==> config.mk <==
export PLATFORM = sky130hd
export DESIGN_NAME = sipo_deserializer
export DESIGN_NICKNAME = d
export VERILOG_FILES = /design/src/rtl/sipo_deserializer_pkg.sv /design/src/rtl/sipo_shift_core.sv /design/src/rtl/sipo_deserializer.sv
export SDC_FILE = /design/constraint.sdc
export NUM_CORES = 1
export LEC_CHECK = 0
export BUFFER_PORTS_ARGS = -buffer_cell sky130_fd_sc_hd__buf_2
export CORE_MARGIN = 1.5
export CORE_UTILIZATION = 55
export CTS_CLUSTER_DIAMETER = 30
export DETAILED_ROUTE_END_ITERATION = 8
export PLACE_DENSITY_LB_ADDON = 0.15
export SLEW_MARGIN = 20
export SYNTH_ARGS = -nofsm -noshare
export SYNTH_HDL_FRONTEND = slang
export SYNTH_HIERARCHICAL = 1
export SYNTH_SLANG_ARGS = --single-unit
==> constraint.sdc <==
create_clock -name clk -period 4.1 [get_ports clk]
set_clock_uncertainty 0.05 [all_clocks]
set_input_delay 0.82 -clock clk [delete_from_list [all_inputs] [get_ports clk]]
set_output_delay 0.82 -clock clk [all_outputs]
set_load 0.02 [all_outputs]
==> src/rtl/sipo_deserializer_pkg.sv <==
`default_nettype none
// ============================================================================
// Module   : sipo_deserializer_pkg
// Purpose  : Bit-order encoding and the constant clog2 helper for the deserializer.
// Revision : 1.0 - initial release
// ============================================================================
package sipo_deserializer_pkg;

  typedef enum logic {
    ORDER_LSB_FIRST = 1'b0,
    ORDER_MSB_FIRST = 1'b1
  } order_e;

  function automatic int clog2(input int value);
    int result;
    int v;
    result = 0;
    v      = value - 1;
    while (v > 0) begin
      result = result + 1;
      v      = v >>> 1;
    end
    return result;
  endfunction

endpackage
`default_nettype wire

==> src/rtl/sipo_shift_core.sv <==
`default_nettype none
// ============================================================================
// Module   : sipo_shift_core
// Purpose  : Bidirectional serial-in shift register with synchronous clear.
// Revision : 1.0 - initial release
// ============================================================================
module sipo_shift_core
  import sipo_deserializer_pkg::*;
#(
  parameter int WIDTH = 8
) (
  input  logic             clk,
  input  logic             rst,
  input  logic             clr,
  input  logic             shift_en,
  input  logic             serial_in,
  input  order_e           order,
  output logic [WIDTH-1:0] word
);

  logic [WIDTH-1:0] r_word;
  logic [WIDTH-1:0] w_base;
  logic [WIDTH-1:0] w_shifted;

  // A clear coinciding with a shift starts a fresh word with that bit.
  assign w_base = clr ? '0 : r_word;

  generate
    if (WIDTH == 1) begin : g_single
      assign w_shifted = serial_in;
    end else begin : g_multi
      assign w_shifted = (order == ORDER_MSB_FIRST) ? {w_base[WIDTH-2:0], serial_in}
                                                    : {serial_in, w_base[WIDTH-1:1]};
    end
  endgenerate

  always_ff @(posedge clk or posedge rst) begin
    if (rst) begin
      r_word <= '0;
    end else if (shift_en) begin
      r_word <= w_shifted;
    end else if (clr) begin
      r_word <= '0;
    end
  end

  assign word = r_word;

endmodule
`default_nettype wire

==> src/rtl/sipo_deserializer.sv <==
`default_nettype none
// ============================================================================
// Module   : sipo_deserializer
// Purpose  : Serial-to-parallel word assembly with valid/ready output and overrun flag.
// Revision : 1.0 - initial release
// ============================================================================
module sipo_deserializer
  import sipo_deserializer_pkg::*;
#(
  parameter  int WIDTH = 8,
  localparam int CNT_W = clog2(WIDTH + 1)
) (
  input  logic             clk,
  input  logic             rst,
  input  logic             frame_sync,
  input  logic             shift_en,
  input  logic             serial_in,
  input  logic             msb_first,
  input  logic             out_ready,
  output logic [WIDTH-1:0] out_data,
  output logic             out_valid,
  output logic             overrun,
  output logic [CNT_W-1:0] bit_cnt
);

  localparam logic [CNT_W-1:0] c_last   = CNT_W'(WIDTH - 1);
  localparam bit               c_single = (WIDTH == 1);

  logic [CNT_W-1:0] r_bit_cnt;
  order_e           r_order;
  logic [WIDTH-1:0] r_out_data;
  logic             r_out_valid;
  logic             r_overrun;

  logic             w_first;
  order_e           w_order;
  logic             w_complete;
  logic [WIDTH-1:0] w_word;
  logic [WIDTH-1:0] w_candidate;

  assign w_first    = shift_en && (frame_sync || (r_bit_cnt == '0));
  assign w_order    = w_first ? order_e'(msb_first) : r_order;
  // A resync edge only completes a word when a single bit is a whole word.
  assign w_complete = shift_en && (r_bit_cnt == c_last) && (!frame_sync || c_single);

  sipo_shift_core #(
    .WIDTH (WIDTH)
  ) u_core (
    .clk       (clk),
    .rst       (rst),
    .clr       (frame_sync || w_complete),
    .shift_en  (shift_en && !w_complete),
    .serial_in (serial_in),
    .order     (w_order),
    .word      (w_word)
  );

  generate
    if (WIDTH == 1) begin : g_single
      assign w_candidate = serial_in;
    end else begin : g_multi
      assign w_candidate = (w_order == ORDER_MSB_FIRST) ? {w_word[WIDTH-2:0], serial_in}
                                                        : {serial_in, w_word[WIDTH-1:1]};
    end
  endgenerate

  always_ff @(posedge clk or posedge rst) begin
    if (rst) begin
      r_bit_cnt   <= '0;
      r_order     <= ORDER_LSB_FIRST;
      r_out_data  <= '0;
      r_out_valid <= 1'b0;
      r_overrun   <= 1'b0;
    end else begin
      if (frame_sync) begin
        r_bit_cnt <= (shift_en && !c_single) ? CNT_W'(1) : '0;
      end else if (shift_en) begin
        r_bit_cnt <= w_complete ? '0 : r_bit_cnt + CNT_W'(1);
      end

      if (w_first) begin
        r_order <= order_e'(msb_first);
      end

      if (w_complete && (!r_out_valid || out_ready)) begin
        r_out_data  <= w_candidate;
        r_out_valid <= 1'b1;
      end else if (r_out_valid && out_ready) begin
        r_out_valid <= 1'b0;
      end

      if (frame_sync) begin
        r_overrun <= 1'b0;
      end else if (w_complete && r_out_valid && !out_ready) begin
        r_overrun <= 1'b1;
      end
    end
  end

  assign out_data  = r_out_data;
  assign out_valid = r_out_valid;
  assign overrun   = r_overrun;
  assign bit_cnt   = r_bit_cnt;

endmodule
`default_nettype wire

==> impl_metrics.toml <==
[clock_tree]
cts_buffer_depth = 2
cts_made_buffers = 3
cts_tree = "built"
insertion_delay_ns = 0.32
cts_max_level = 1
post_cts_buffers = 0
holdBufCountCts = 0
cts-root-buf = "clkbuf_4"
cts.sinks = 23
cts_resized = 0
path_clk_slew_ns = 0.13

[critical_path]
cp_num_buf_inv = 1
startpoint_type = "input pin"
arrival_ns = 2.34
crit_family = "simple AND/OR/NAND/NOR gates"
worst_ep_required_time_ns = 4.26
max_stage_delay_ns = 0.33
crit_slowest_cell = "nand2_1"
critical_path_class = "in -> reg"
end_kind = "flip-flop"
cp_common_cell = "nand2_1"
crit_path_max_fanout = 11
path_cells = "buf_2 > nand2_1 > nand3_1 > nand2_1 > and4b_1 > a211o_1"

[final_layout]
final_area_um2 = 1350
final_common_cell = "dfrtp_1"
layout_common_cells = "23 x dfrtp_1, 20 x buf_2, 19 x nor2_1"
areaGrowthSynthToFinish_pct = 7.15
final_nets = 149
antenna_cells = 0
layout-drive-gt1-share_pct = 22.3
fillCellCount = 189

[logic_synthesis]
synth_cell_types = 36
synth_top_area_cell = "dfrtp_1"
ys_warn_count = 6
yosys-top-cells-area = "dfrtp_1 46%, nor2_1 5.7%, mux2i_1 4.8%, a31oi_1 4.5%, nand3_1 4.0%"
syn_inst = 123
ys_seq_area_share_pct = 45.7
yosys.area.top_type_share_pct = 45.7
synth_seq_cells = 23
synth.avg_cell_area_um2 = 10.2
syn_nets = 132
synth_area_um2 = 1260

[detailed_routing]
drc = 0
ant_nets = 0
route.vias.total = 958
wl_per_cell_um = 13.6
vias_per_cell = 5.74
wl_um = 2280
dr.pass1.iters = 4
drt_iter0_markers = 15

[global_route]
grt_pass1_wl_um = 3870
grt_pass1_vias = 825
antenna_found_initial = 0
grt_max_degree = 18
overflow = 0
track_usage_pct = 20.5

[place]
dpl_cell_area_um2 = 1320
gp_routability_congestion = 0.872
hpwl_um = 1680
io_buffers = 20

[timing]
rsz0062_at_grt = "no"
finalSetupViolCount = 0
fin_crit_sh_pct = 53.0
worst_slew_pin_slew_ns = 0.583
maxSlewViolCount = 0
fin_tns_setup_ns = 0
min_period_ns = 2.17
fmax_ghz = 0.460
hold_viol = 0
relSlewSlack_pct = 61.1

[hold_path]
hold_class = "in -> async"

[floorplanning]
ioPinCount = 21
die_area_um2 = 2590
start_util_pct = 57.5
die_h_um = 50.9
fp-row-count = 17
core_area_um2 = 2190
die_w_um = 50.9

[run_status]
outcome = "completed"

[pwr]
p_leak_nw = 0.690
power.density_nw_per_um2 = 331
vdd_drop_max_v = 0.000234

[run]
max_cap_violations = 0
stage by stage:
| step | hold WS, ns | total power, W | util (%) | worst slack [ns] | instances |
|---|---|---|---|---|---|
| floorplan | 0.425 | 0.000332 | - | 1.82 | 123 |
| global placement | 0.424 | 0.000343 | 60.4 | 1.66 | 163 |
| detailed placement | 0.468 | 0.000345 | 60.4 | 1.60 | 163 |
| CTS | 0.384 | 0.000453 | 61.6 | 1.94 | 167 |
| global route | 0.405 | 0.000473 | 61.6 | 1.79 | 167 |
| finish | 0.377 | 0.000447 | 61.6 | 1.93 | 167 |
power by group:
part	total, W	switching (W)	internal [W]	leakage, nW
Clock	0.000107	0.0000705	0.0000365	0.0177
Sequential	0.000254	0.0000137	0.000241	0.310
Combinational	0.0000860	0.0000530	0.0000330	0.362
Total	0.000447	0.000137	0.000310	0.690
cells in the mapped netlist:
library cell	n
a211o_1	2
nand2_1	3
o31ai_1	1
a31oi_1	9
o21ai_1	1
nor2b_1	1
a21bo_2	1
and3_2	1
xnor2_1	1
o21bai_1	1
nor3_4	1
nand4bb_4	1
xor2_1	1
buf_4	3
o21ai_0	8
and3_1	1
and3b_2	1
o21a_1	1
ha_1	2
mux2i_1	6
nand4_1	1
nand4b_4	1
nor2_1	19
buf_2	1
nand3_1	10
nor3b_1	1
and4b_1	1
or2b_1	1
nand2b_1	1
buf_6	4
dfrtp_1	23
inv_1	5
a21oi_1	1
a211oi_1	6
a21boi_2	1
nor4bb_1	1
worst paths after layout:
check / from / to / slack, ns / depth (start not counted)
min in group clk: u_core/word[7] / u_core/word[7] / 0.49 / 1
worst max register to register: bit_cnt[0] / u_core/word[7] / 1.95 / 7
max in group asynchronous: rst / out_data[5] / 3.12 / 2
worst max-delay path: shift_en / u_core/word[7] / 1.93 / 6
worst min-delay path: rst / u_core/word[1] / 0.38 / 2
worst min register to register: u_core/word[7] / u_core/word[7] / 0.49 / 1
area by class of cell:
cell class / count / area, um2 / area share (%)
multi-input cells: 87 / 593 / 43.9
flip-flops and latches: 23 / 576 / 42.6
repair buffers: 20 / 100 / 7.41
well taps: 28 / 35.0 / 2.60
clock buffers: 3 / 22.5 / 1.67
inverters: 5 / 18.8 / 1.39
clock inverters: 1 / 5.00 / 0.371
flip-flops by register name, indices dropped and copies added (netlist names):
name and cells:
r_order 1, overrun 1, out_valid 1, u_core/word 8, out_data 8, bit_cnt 4
layer usage:
layer | global-route usage [%] | vias to the layer above | wire [um]
met1 | 28.3 | 459 | 1090
met5 | 0 | - | 0
met2 | 31.1 | 21 | 1060
met4 | 11.3 | 0 | 38
met3 | 2.92 | 4 | 88
li1 | - | 474 | -
cell families (layout without fill, tap and decap cells):
family                   Yosys count  in the layout  synth area share [%]
multiplexers                       6              6                  4.77
AO/OA/AOI/OAI                     32             32                  16.9
AND/OR/NAND/NOR                   45             45                  22.0
flip-flops                        23             23                  45.7
adder cells (fa/ha/maj)            2              2                  1.99
buffers and inverters             13             29                  7.25
XOR/XNOR                           2              2                  1.39
(Power assumes the default switching activity.)
